--- config.mk ---
export PLATFORM = sky130hd
export DESIGN_NAME = register_bank_reader_flat
export DESIGN_NICKNAME = d
export VERILOG_FILES = /design/src/rtl/register_bank_reader_if.sv /design/src/rtl/register_bank_reader.sv /design/src/flat_wrapper.sv
export SDC_FILE = /design/constraint.sdc
export NUM_CORES = 1
export LEC_CHECK = 0
export BUFFER_PORTS_ARGS = -buffer_cell sky130_fd_sc_hd__buf_2
export CAP_MARGIN = 20
export CORE_MARGIN = 2
export CORE_UTILIZATION = 63
export DETAILED_ROUTE_END_ITERATION = 10
export MAX_ROUTING_LAYER = met4
export PLACE_DENSITY_LB_ADDON = 0.2
export RECOVER_POWER = 50
export SETUP_SLACK_MARGIN = 0.5
export SLEW_MARGIN = 20
export SYNTH_ARGS = -nofsm -noshare
export SYNTH_HDL_FRONTEND = slang
export SYNTH_SLANG_ARGS = --single-unit
export TNS_END_PERCENT = 50
--- constraint.sdc ---
create_clock -name clk -period 3.9 [get_ports clk]
set_input_delay 0.78 -clock clk [delete_from_list [all_inputs] [get_ports clk]]
set_output_delay 0.78 -clock clk [all_outputs]
set_load 0.02 [all_outputs]
--- src/rtl/register_bank_reader_if.sv ---
// Bus bundle for register_bank_reader: write port, read request/ack handshake
// and status flags. The consumer side uses the master modport.
interface register_bank_reader_if #(
    parameter int WIDTH  = 8,
    parameter int ADDR_W = 3
);
    logic              w;
    logic [ADDR_W-1:0] w_addr;
    logic [WIDTH-1:0]  d;
    logic              rd_req;
    logic [ADDR_W-1:0] rd_addr;
    logic              rd_ack;
    logic [WIDTH-1:0]  rd_data;
    logic              rd_valid;
    logic              rd_busy;
    logic              overrun;
    logic [1:0]        dbg_state;

    modport slave (
        input  w, w_addr, d, rd_req, rd_addr, rd_ack,
        output rd_data, rd_valid, rd_busy, overrun, dbg_state
    );

    modport master (
        output w, w_addr, d, rd_req, rd_addr, rd_ack,
        input  rd_data, rd_valid, rd_busy, overrun, dbg_state
    );
endinterface

--- src/rtl/register_bank_reader.sv ---
// Register bank with a single-outstanding registered read port. All state
// changes on the falling clock edge; reset is synchronous and active-high.
module register_bank_reader #(
    parameter int WIDTH  = 8,
    parameter int DEPTH  = 8,
    parameter int ADDR_W = 3
) (
    input logic                   clk,
    input logic                   reset,
    register_bank_reader_if.slave bus
);
    // Read handshake: rd_req is taken only in IDLE; rd_data/rd_valid then stay
    // frozen until an edge sees rd_ack=1 while valid, which returns to IDLE.
    // A request seen while busy is dropped and recorded in the sticky overrun.
    typedef enum logic [1:0] {
        IDLE = 2'd0,
        READ = 2'd1,
        HOLD = 2'd2
    } state_t;

    state_t            state;
    state_t            state_n;
    logic [WIDTH-1:0]  regs [DEPTH];
    logic [ADDR_W-1:0] addr_q;
    logic [WIDTH-1:0]  rd_data_q;
    logic              rd_valid_q;
    logic              overrun_q;

    always_comb begin
        state_n = state;
        case (state)
            IDLE:    if (bus.rd_req) state_n = READ;
            READ:    state_n = HOLD;
            HOLD:    if (bus.rd_ack) state_n = IDLE;
            default: state_n = IDLE;
        endcase
    end

    always_ff @(negedge clk) begin
        if (reset) begin
            state      <= IDLE;
            addr_q     <= '0;
            rd_data_q  <= '0;
            rd_valid_q <= 1'b0;
            overrun_q  <= 1'b0;
            for (int i = 0; i < DEPTH; i++) regs[i] <= '0;
        end else begin
            state <= state_n;
            if (bus.w) regs[bus.w_addr] <= bus.d;

            if (state == IDLE && bus.rd_req) addr_q <= bus.rd_addr;

            // A write landing on the same edge as the fetch is forwarded.
            if (state == READ) begin
                rd_data_q  <= (bus.w && bus.w_addr == addr_q) ? bus.d : regs[addr_q];
                rd_valid_q <= 1'b1;
            end

            if (state == HOLD && bus.rd_ack) rd_valid_q <= 1'b0;

            if (state != IDLE && bus.rd_req) overrun_q <= 1'b1;
        end
    end

    assign bus.rd_data   = rd_data_q;
    assign bus.rd_valid  = rd_valid_q;
    assign bus.rd_busy   = (state != IDLE);
    assign bus.overrun   = overrun_q;
    assign bus.dbg_state = state;
endmodule
--- src/flat_wrapper.sv ---
// flat-port wrapper written by rule: the top's interface ports become plain ports
module register_bank_reader_flat 
#(
    parameter int WIDTH  = 8,
    parameter int DEPTH  = 8,
    parameter int ADDR_W = 3
)
  (clk, reset, bus_w, bus_w_addr, bus_d, bus_rd_req, bus_rd_addr, bus_rd_ack, bus_rd_data, bus_rd_valid, bus_rd_busy, bus_overrun, bus_dbg_state);
  register_bank_reader_if #(.WIDTH(WIDTH), .ADDR_W(ADDR_W)) bus_i ();
  input logic clk;
  input logic reset;
  input wire logic [$bits(bus_i.w)-1:0] bus_w;
  input wire logic [$bits(bus_i.w_addr)-1:0] bus_w_addr;
  input wire logic [$bits(bus_i.d)-1:0] bus_d;
  input wire logic [$bits(bus_i.rd_req)-1:0] bus_rd_req;
  input wire logic [$bits(bus_i.rd_addr)-1:0] bus_rd_addr;
  input wire logic [$bits(bus_i.rd_ack)-1:0] bus_rd_ack;
  output wire logic [$bits(bus_i.rd_data)-1:0] bus_rd_data;
  output wire logic [$bits(bus_i.rd_valid)-1:0] bus_rd_valid;
  output wire logic [$bits(bus_i.rd_busy)-1:0] bus_rd_busy;
  output wire logic [$bits(bus_i.overrun)-1:0] bus_overrun;
  output wire logic [$bits(bus_i.dbg_state)-1:0] bus_dbg_state;
  assign bus_i.w = bus_w;
  assign bus_i.w_addr = bus_w_addr;
  assign bus_i.d = bus_d;
  assign bus_i.rd_req = bus_rd_req;
  assign bus_i.rd_addr = bus_rd_addr;
  assign bus_i.rd_ack = bus_rd_ack;
  assign bus_rd_data = bus_i.rd_data;
  assign bus_rd_valid = bus_i.rd_valid;
  assign bus_rd_busy = bus_i.rd_busy;
  assign bus_overrun = bus_i.overrun;
  assign bus_dbg_state = bus_i.dbg_state;
  register_bank_reader #(.WIDTH(WIDTH), .DEPTH(DEPTH), .ADDR_W(ADDR_W)) u_core (.clk(clk), .reset(reset), .bus(bus_i));
endmodule
==> After elaboration in Yosys (flattened, before gate mapping) <==
Memory sizes are Yosys's and may differ from the RTL's. A register that Yosys moved wholly into a read port is not among the register bits.
Cells that the tools add are included.
{ "op_classes": {"eq_ne": 4, "n_mux": 11, "n_reduce_logical": 8} }
{ "ops": {"columns": ["cell", "count"], "rows": [
  ["$mux W8", 1],
  ["$reduce_or A8 Y1", 1],
  ["$mux W1", 6],
  ["$pmux W2 S3", 1],
  ["$mux W2", 2],
  ["$ne A2 B2 Y1 const B", 2],
  ["$logic_and A1 B1 Y1", 3],
  ["$mux W3", 1],
  ["$eq A2 B1 Y1 const B", 1],
  ["$eq A2 B2 Y1 const B", 1],
  ["$logic_not A2 Y1", 1],
  ["$reduce_and A2 Y1", 1],
  ["$reduce_bool A2 Y1", 1],
  ["$reduce_or A2 Y1", 1]
]} }
{ "totals": {"reg_bits": 7, "ram_bits": 64, "inputBits": 19, "out_inout_bits": 13, "wordCells": 28, "mem_count": 1} }
{ "mem_list": {"columns": ["name", "words", "width", "read_ports", "rd_ports_with_merged_regs", "wr", "line", "rtl"], "rows": [
  ["u_core.regs", 8, 8, 1, 1, 8, "register_bank_reader.sv:23", "logic [WIDTH-1:0] regs [DEPTH];"]
]} }

==> Logic depth before layout (Yosys ltp) <==
Gate-level depths: netlist of the first run.
{ "depth": {"depth_word": 5, "depth_mapped": 5} }

==> results.cfg, run 1 <==
[floorplan]
start_util = 0.644
die_x_um = 78.8
ioPinCount = 32
num_rows = 27
die_area_sq_mm = 0.00621
coreArea_sq_mm = 0.00547
dieHeight_um = 78.8

[critical_path]
rrSetupSlack_ns = 1.91
cp.required_ns = 2.09
crit_family = buffers and inverters
crit_path_max_fanout = 8
worst-path-buf-inv = 3
cpMaxStageDelayCell = clkbuf_1
critical_path_arrival_ns = 1.99
r2r_end = u_core.bus.rd_data[0]
crit_path_cell_trace = clkbuf_1 > nand2b_1 > clkbuf_1 > nor2_4 > clkbuf_1 > and2_1
cpMostUsedCell = clkbuf_1
crit_path_max_incr_delay_ns = 0.32
critPathLaunchType = input pin
worstSetupEndpointType = flop
critPathKind = input pin to flop
reg2reg_depth = 3
crit-reg2reg-launch = u_core.addr_q[1]

[power_and_ir_drop]
ir_drop_mv = 0.417
power_frac_clock = 0.456
leakagePower_nw = 1.98
switchingPower_w = 0.000769
p_int_w = 0.00148
p_sw_frac = 0.342
power_density_mw_per_mm2 = 483
p_seq_frac = 0.448
combPwrFrac = 0.096

[clock_tree]
cts_buffers = 9
path_clk_slew_ns = 0.07
hold_buffers = 0
cts_tree = yes
root_buffer = clkbuf_8
htree_levels = 3
clockBufferDepth = 2
cts_sinks = 79
clkLatencyLatePin_ns = 0.44

[worst_hold_path]
hold_class = flop to flop
hold_depth = 2
hold_start = u_core.bus.rd_data[7]
hold_path_end = u_core.bus.rd_data[7]

[placed_design]
place_congestion = 0.859
io_buffer_count = 31
hpwl_um = 5110
dp_cells = 356

[yosys]
synth_top_area_cell = edfxtp_1
yosysTopAreaCellShare = 0.545
ys_types = 31
yosysWarnings = 0
ys_ff_latch = 79
syn_avg_cell_area_sq_um = 14.6
synth.area.top_cells = edfxtp_1 (54%), and2_1 (11%), dfxtp_1 (8.5%)
syn_inst = 242
syn_area_sq_mm = 0.00353
synthesis.nets = 261
synth-seq-area-share = 0.630

[grt]
grt_max_degree = 19
antenna_found_initial = 0
overflow = 0
grt_first_pass_wirelength_um = 14100
first_global_vias = 2905
gr-usage-all-layers = 0.328

[detailed_routing]
drt-vias-per-instance = 6.12
met3_length_um = 978
wl_met1_um = 3670
wl_per_cell_um = 22.8
dr.pass1.iters = 5
ant_nets = 0
routed.top_layer = met4
vias = 2832
drc = 0
drtIter0Drc = 275
wirelength_um = 10600
wl_met2_um = 5430

[timing]
rsz0062_at_grt = true
report.final.slew_viol_count = 0
finClkSkew_ns = 0.0505
tightest_slew_ns = 0.979
fin_hold_ws_ns = 0.522
setup_viol = 0
slew_headroom = 0.346
hold_viol_final = 0

[final_layout]
drive_gt1_frac = 0.304
fin_util = 0.851
fin_nets = 405
final_cells = 463
final_cell_mix = inv_1 (80), edfxtp_1 (64), and2_1 (41)
n_antenna_cell = 0
syn2layout_area_growth_pct = 32.1
layout.cells.most_common = inv_1

[run_status]
outcome = completed

[job]
max_cap_violations = 0
-- kinds of logic (layout without fill, tap and decap cells) --
family                 after synthesis  count (layout)  synth area share
flip-flops                          79              79             0.630
multiplexers                        24              24             0.129
AO/OA/AOI/OAI                       23              23            0.0397
buffers and inverters                9             158            0.0156
XOR/XNOR                             3               3           0.00745
AND/OR/NAND/NOR                    104             104             0.178
-- how the worst max path moves through the flow --
| stage | cells after the start | startpoint | to |
|---|---|---|---|
| after floorplan | 4 | reset | u_core.regs[2][0] |
| after global placement | 4 | reset | u_core.regs[0][1] |
| after detailed placement | 4 | reset | u_core.regs[4][6] |
| after CTS | 3 | u_core.bus.dbg_state[1] | bus_rd_busy |
| after global routing | 6 | bus_w_addr[2] | u_core.regs[2][1] |
| final | 6 | bus_w_addr[2] | u_core.regs[2][1] |
-- power groups by stage --
stage | combinational, W | clock, W | sequential [W]
2_1_floorplan | 0.000107 | 0.000122 | 0.00100
4_1_cts | 0.000198 | 0.000962 | 0.00101
3_3_place_gp | 0.000168 | 0.000122 | 0.00101
5_1_grt | 0.000226 | 0.00111 | 0.00101
6_report | 0.000216 | 0.00102 | 0.00101
3_5_place_dp | 0.000171 | 0.000122 | 0.00101
-- routing by layer --
metal / vias to the layer above / global-route usage
met1: 1374 / 0.355
met5: - / -
met2: 221 / 0.525
met4: 0 / 0.191
met3: 51 / 0.119
li1: 1186 / -
-- cell type report --
class	count	area, sq um
Sequential cell	79	2240
Multi-Input combinational cell	154	1380
Fill cell	273	815
Timing Repair Buffer	62	454
Clock inverter	86	368
Clock buffer	9	124
Tap cell	72	90.1
Inverter	1	3.75
-- synthesized netlist by cell type --
master,count
a21oi_1,5
buf_2,2
edfxtp_1,64
mux4_2,12
nor2b_1,1
nand2_1,5
inv_1,2
a311o_1,1
or3b_2,1
nor4b_2,1
xor2_1,2
clkbuf_1,2
mux4_1,4
and2_1,64
mux2i_1,8
o21ai_0,1
xnor2_1,1
o21ai_1,8
nand3b_1,2
nor3_1,1
buf_6,2
or2_2,8
buf_4,1
or3b_1,1
nand2b_1,3
dfxtp_1,15
a22oi_1,8
nor3_2,1
nand3_1,3
nor2_1,12
nand4bb_1,1
-- through the flow --
step	power, W	TNS (ns)	setup WS, ns	cell area [sq um]
after global routing	0.00235	0	0.0546	4660
after detailed placement	0.00131	-2.43	-0.0706	3910
after global placement	0.00130	-1.25	-0.0550	3910
after CTS	0.00217	0	0.131	4620
after floorplan	0.00123	-2.47	-0.0975	3590
final	0.00225	0	0.0917	4660
-- worst reg2reg max path: stages (launching register included) --
cell	delay, ns
dfxtp_2	0.76
mux4_1	0.68
mux2i_1	0.30
o21ai_1	0.11
-- flip-flops by register name (all words and copies together) (netlist names) --
name / count
u_core.addr_q: 3
u_core.bus.overrun: 1
u_core.bus.rd_valid: 1
u_core.bus.dbg_state: 2
u_core.regs: 64
u_core.bus.rd_data: 8
-- timing repair --
item                       4_1_cts  5_1_grt
pin swaps                        9        6
setup endpoints to repair      119      143
gates resized for setup         55       20
gates cloned                     0        0
setup buffers                    7        6
Power figures use the tool's default switching activity.
==> run 2: changes to the inputs <==
Settings changed: CAP_MARGIN 20 to not set, CORE_UTILIZATION 63 to 50.
Clock period 3.9 ns to 4 ns, I/O delays scaled along.
==> results.cfg, run 2 (synthesis gave the netlist of run 1 again) <==
[final_layout]
top_register = u_core.regs
fin_nets = 399
nFillCells = 499
syn2layout_area_growth_pct = 30.5
largest_reg_flops = 64
drive_gt1_frac = 0.285
n_antenna_cell = 0
final_cell_mix = inv_1 (80), edfxtp_1 (64), and2_1 (48)
final_cells = 479
layout.cells.most_common = inv_1

[timing]
finClkSkew_ns = 0.0184
tightest_slew_ns = 0.861
rsz0062_at_grt = true
setup_tns_ns = 0
slew_headroom = 0.426
hold_viol_final = 0
setup_viol = 0
report.final.slew_viol_count = 0

[floorplan]
start_util = 0.519
die_x_um = 88.0
die_area_sq_mm = 0.00774
coreArea_sq_mm = 0.00679
num_rows = 30
ioPinCount = 32
dieHeight_um = 88.0

[critical_path]
cpMaxStageDelayCell = dfxtp_4
rrSetupSlack_ns = 2.14
crit_family = flip-flops
crit-reg2reg-launch = u_core.addr_q[1]
cp.required_ns = 3.20
worst-path-buf-inv = 2
r2r_end = u_core.bus.rd_data[5]
critPathLaunchType = flop
crit_path_max_fanout = 5
critPathKind = flop to output port
reg2reg_depth = 4
crit_path_max_incr_delay_ns = 0.34
worstSetupEndpointType = output port
critical_path_arrival_ns = 3.07
crit_path_cell_trace = nor2_4 > inv_2 > buf_6

[clock_tree]
clockBufferDepth = 2
htree_levels = 3
cts_sinks = 79
clkLatencyLatePin_ns = 0.40
cts_tree = yes
root_buffer = clkbuf_8
cts_buffers = 9
path_clk_slew_ns = 0.04

[grt]
grt_first_pass_wirelength_um = 12200
overflow = 0
gr-usage-all-layers = 0.233
grt_max_degree = 19
first_global_vias = 2687
antenna_found_initial = 0

[detailed_routing]
dr.pass1.iters = 4
ant_nets = 0
vias = 2445
drtIter0Drc = 135
wl_per_cell_um = 16.8
drc = 0
wirelength_um = 8070
drt-vias-per-instance = 5.10

[placed_design]
hpwl_um = 4980
dp_cells = 378
place_congestion = 0.801
io_buffer_count = 31

[worst_hold_path]
hold_depth = 2
hold_class = flop to flop
hold_path_end = u_core.bus.overrun
hold_start = u_core.bus.overrun

[power_and_ir_drop]
ir_drop_mv = 0.248
leakagePower_nw = 1.95
power_density_mw_per_mm2 = 444

[run_status]
outcome = completed

[job]
max_cap_violations = 0
run 2: how the worst max path moves through the flow:
stage	startpoint	endpoint	slack, ns	depth (start not counted)
after floorplan	reset	u_core.regs[2][0]	-0.07	4
after global placement	reset	u_core.regs[4][4]	-0.02	4
after detailed placement	reset	u_core.regs[1][1]	-0.04	4
after CTS	u_core.bus.dbg_state[0]	bus_rd_busy	0.12	3
after global routing	bus_w_addr[0]	u_core.regs[2][0]	0.07	5
final	u_core.bus.dbg_state[0]	bus_rd_busy	0.13	3
run 2: what timing repair did:
item,in CTS,in global routing
buffers inserted,7,2
hold buffers,0,0
gates resized for setup,54,14
pin swaps,9,16
setup endpoints to repair,112,137
run 2: power breakdown:
| part | leakage [nW] | switching, W | internal, W |
|---|---|---|---|
| Clock | 0.518 | 0.000490 | 0.000385 |
| Sequential | 0.742 | 0.0000326 | 0.000947 |
| Combinational | 0.691 | 0.0000958 | 0.0000950 |
| Total | 1.95 | 0.000618 | 0.00143 |
run 2: routing by layer:
metal | wire [um] | share of wire | vias up | GRT usage
li1 | - | - | 1172 | -
met1 | 3380 | 0.42 | 1184 | 0.264
met5 | 0 | 0 | - | -
met4 | 235 | 0.029 | 0 | 0.161
met2 | 4060 | 0.50 | 74 | 0.341
met3 | 398 | 0.049 | 15 | 0.0886
run 2: worst reg2reg max path, stage by stage, from the launching register on:
cell     delay [ns]
dfxtp_2        0.72
buf_4          0.23
mux4_2         0.48
mux2i_1        0.23
o21ai_2        0.08
run 2: cell type report:
type	instances	area [sq um]	share of cell area
Sequential cell	79	2240	0.487
Multi-Input combinational cell	154	1350	0.294
Timing Repair Buffer	56	408	0.0886
Clock inverter	84	352	0.0764
Clock buffer	9	124	0.0269
Tap cell	96	120	0.0261
Inverter	1	3.75	0.000815
run 2: per-stage QoR:
step / hold slack, ns / total power [W] / area (sq um) / util / worst slack, ns
floorplan: 0.570 / 0.00120 / 3590 / - / -0.0675
global placement: 0.449 / 0.00127 / 3930 / 0.578 / -0.0153
detailed placement: 0.458 / 0.00127 / 3930 / 0.578 / -0.0364
CTS: 0.472 / 0.00208 / 4610 / 0.678 / 0.123
global route: 0.505 / 0.00218 / 4600 / 0.678 / 0.0724
finish: 0.481 / 0.00205 / 4600 / 0.678 / 0.130
==> run 3: changes to the inputs <==
--- a/constraint.sdc
+++ b/constraint.sdc
@@ -3,2 +3,2 @@
 set_output_delay 0.8 -clock clk [all_outputs]
-set_load 0.02 [all_outputs]
+set_load 0.1 [all_outputs]
==> results.cfg, run 3 (synthesis gave the netlist of run 1 again) <==
[timing]
slew_headroom = 0.386
finClkSkew_ns = 0.0266
report.final.slew_viol_count = 0
rsz0062_at_grt = true
setup_viol = 1
tightest_slew_ns = 0.919
hold_viol_final = 0
layout_setup_ws_ns = -0.0131

[power_and_ir_drop]
ir_drop_mv = 0.266
power_density_mw_per_mm2 = 470
switchingPower_w = 0.000712
combPwrFrac = 0.123
p_seq_frac = 0.425
p_sw_frac = 0.310
leakagePower_nw = 2.03
power_frac_clock = 0.452
p_int_w = 0.00158

[grt]
gr-usage-all-layers = 0.243
grt_first_pass_wirelength_um = 13000
use_met1 = 0.269
antenna_found_initial = 0
use_met3 = 0.0839
overflow = 0
gr-usage-met2 = 0.389
first_global_vias = 2701
grt_busiest_layer = met2
grt_max_degree = 19

[clock_tree]
path_clk_slew_ns = 0.04
hold_buffers = 0
clockBufferDepth = 2
cts_buffers = 9
root_buffer = clkbuf_8
htree_levels = 3
cts_sinks = 79
clkLatencyLatePin_ns = 0.41
cts_tree = yes

[critical_path]
critPathKind = flop to output port
crit_path_max_fanout = 3
worstSetupStartpoint = u_core.bus.dbg_state[0]
cp.required_ns = 3.20
critPathLaunchType = flop
rrSetupSlack_ns = 2.10
r2r_end = u_core.bus.rd_data[3]
reg2reg_depth = 3
critical_path_arrival_ns = 3.21
crit-reg2reg-launch = u_core.addr_q[2]
worstSetupEndpointType = output port

[detailed_routing]
wl_per_cell_um = 17.9
dr.pass1.iters = 4
drt-vias-per-instance = 5.21
vias = 2499
wirelength_um = 8580
drtIter0Drc = 118
ant_nets = 0
drc = 0

[final_layout]
syn2layout_area_growth_pct = 38.4
layout.cells.most_common = inv_1
final_cells = 480
top_register = u_core.regs
multiInputGateArea_sq_mm = 0.00143
n_antenna_cell = 0
fin_util = 0.718
largest_reg_flops = 64
drive_gt1_frac = 0.333
fin_nets = 398
nFillCells = 466
seq_area_sq_mm = 0.00225
final_cell_mix = inv_1 (80), edfxtp_1 (64), and2_1 (26)

[floorplan]
die_x_um = 88.0
start_util = 0.519
num_rows = 30
dieHeight_um = 88.0
coreArea_sq_mm = 0.00679
die_area_sq_mm = 0.00774
ioPinCount = 32

[placed_design]
hpwl_um = 5000
io_buffer_count = 31
dp_cells = 377
place_congestion = 0.790

[worst_hold_path]
hold_class = flop to flop
hold_start = u_core.bus.overrun
hold_path_end = u_core.bus.overrun
hold_depth = 2

[run_status]
outcome = complete, but fails checks
violations = setup timing

[job]
max_cap_violations = 0
[run 3: cell types whose count changed in the layout (fill, tap and decap cells not counted), sizes merged]
cell / change
bufinv: +2
clkinvlp: +1
inv: -1
clkbuf: -1
[run 3: worst max path at each step]
stage	slack [ns]	endpoint	depth (start not counted)
after floorplan	-0.07	u_core.regs[2][0]	4
after global placement	-0.02	u_core.regs[2][7]	4
after detailed placement	-0.05	u_core.regs[2][7]	4
after CTS	-0.04	bus_rd_busy	3
after global routing	-0.05	bus_rd_busy	3
final	-0.01	bus_rd_busy	3
[run 3: layout make-up]
class | instances | area share
Inverter | 1 | 0.00154
Clock buffer | 9 | 0.0254
Timing Repair Buffer | 55 | 0.110
Multi-Input combinational cell | 154 | 0.292
Tap cell | 96 | 0.0246
Clock inverter | 86 | 0.0849
Sequential cell | 79 | 0.462
[run 3: repair_timing]
action | 4_1_cts | 5_1_grt
resized for setup | 91 | 38
endpoints found under the setup margin | 113 | 113
pin swaps | 14 | 9
setup buffers | 3 | 6
[run 3: per-stage QoR]
stage | total power, W | instance area (sq um) | setup TNS [ns] | setup slack, ns | hold slack (ns)
floorplan | 0.00126 | 3600 | -1.67 | -0.0675 | 0.581
global placement | 0.00132 | 3930 | -0.365 | -0.0228 | 0.452
detailed placement | 0.00133 | 3930 | -0.730 | -0.0467 | 0.468
CTS | 0.00231 | 4800 | -0.0359 | -0.0359 | 0.503
global route | 0.00243 | 4880 | -0.0692 | -0.0541 | 0.538
finish | 0.00229 | 4880 | -0.0131 | -0.0131 | 0.501
[run 3: power by group through the flow]
stage                     sequential [W]  clock (W)  combinational [W]
after floorplan                  0.00103   0.000119           0.000112
after global placement          0.000980   0.000119           0.000225
after detailed placement        0.000982   0.000119           0.000227
after CTS                       0.000977    0.00106           0.000270
after global routing            0.000979    0.00115           0.000296
final                           0.000975    0.00104           0.000281
[run 3: critical path, cell delays in order (launching register included)]
cell and delay, ns:
dfxtp_4 0.34, nor2_4 0.15, clkinvlp_4 0.14, buf_12 0.18
[run 3: routing by layer]
layer  vias up  part of all wire
met4         0             0.018
met5         -                 0
met3        15             0.047
li1       1170                 -
met2        81              0.53
met1      1233              0.40
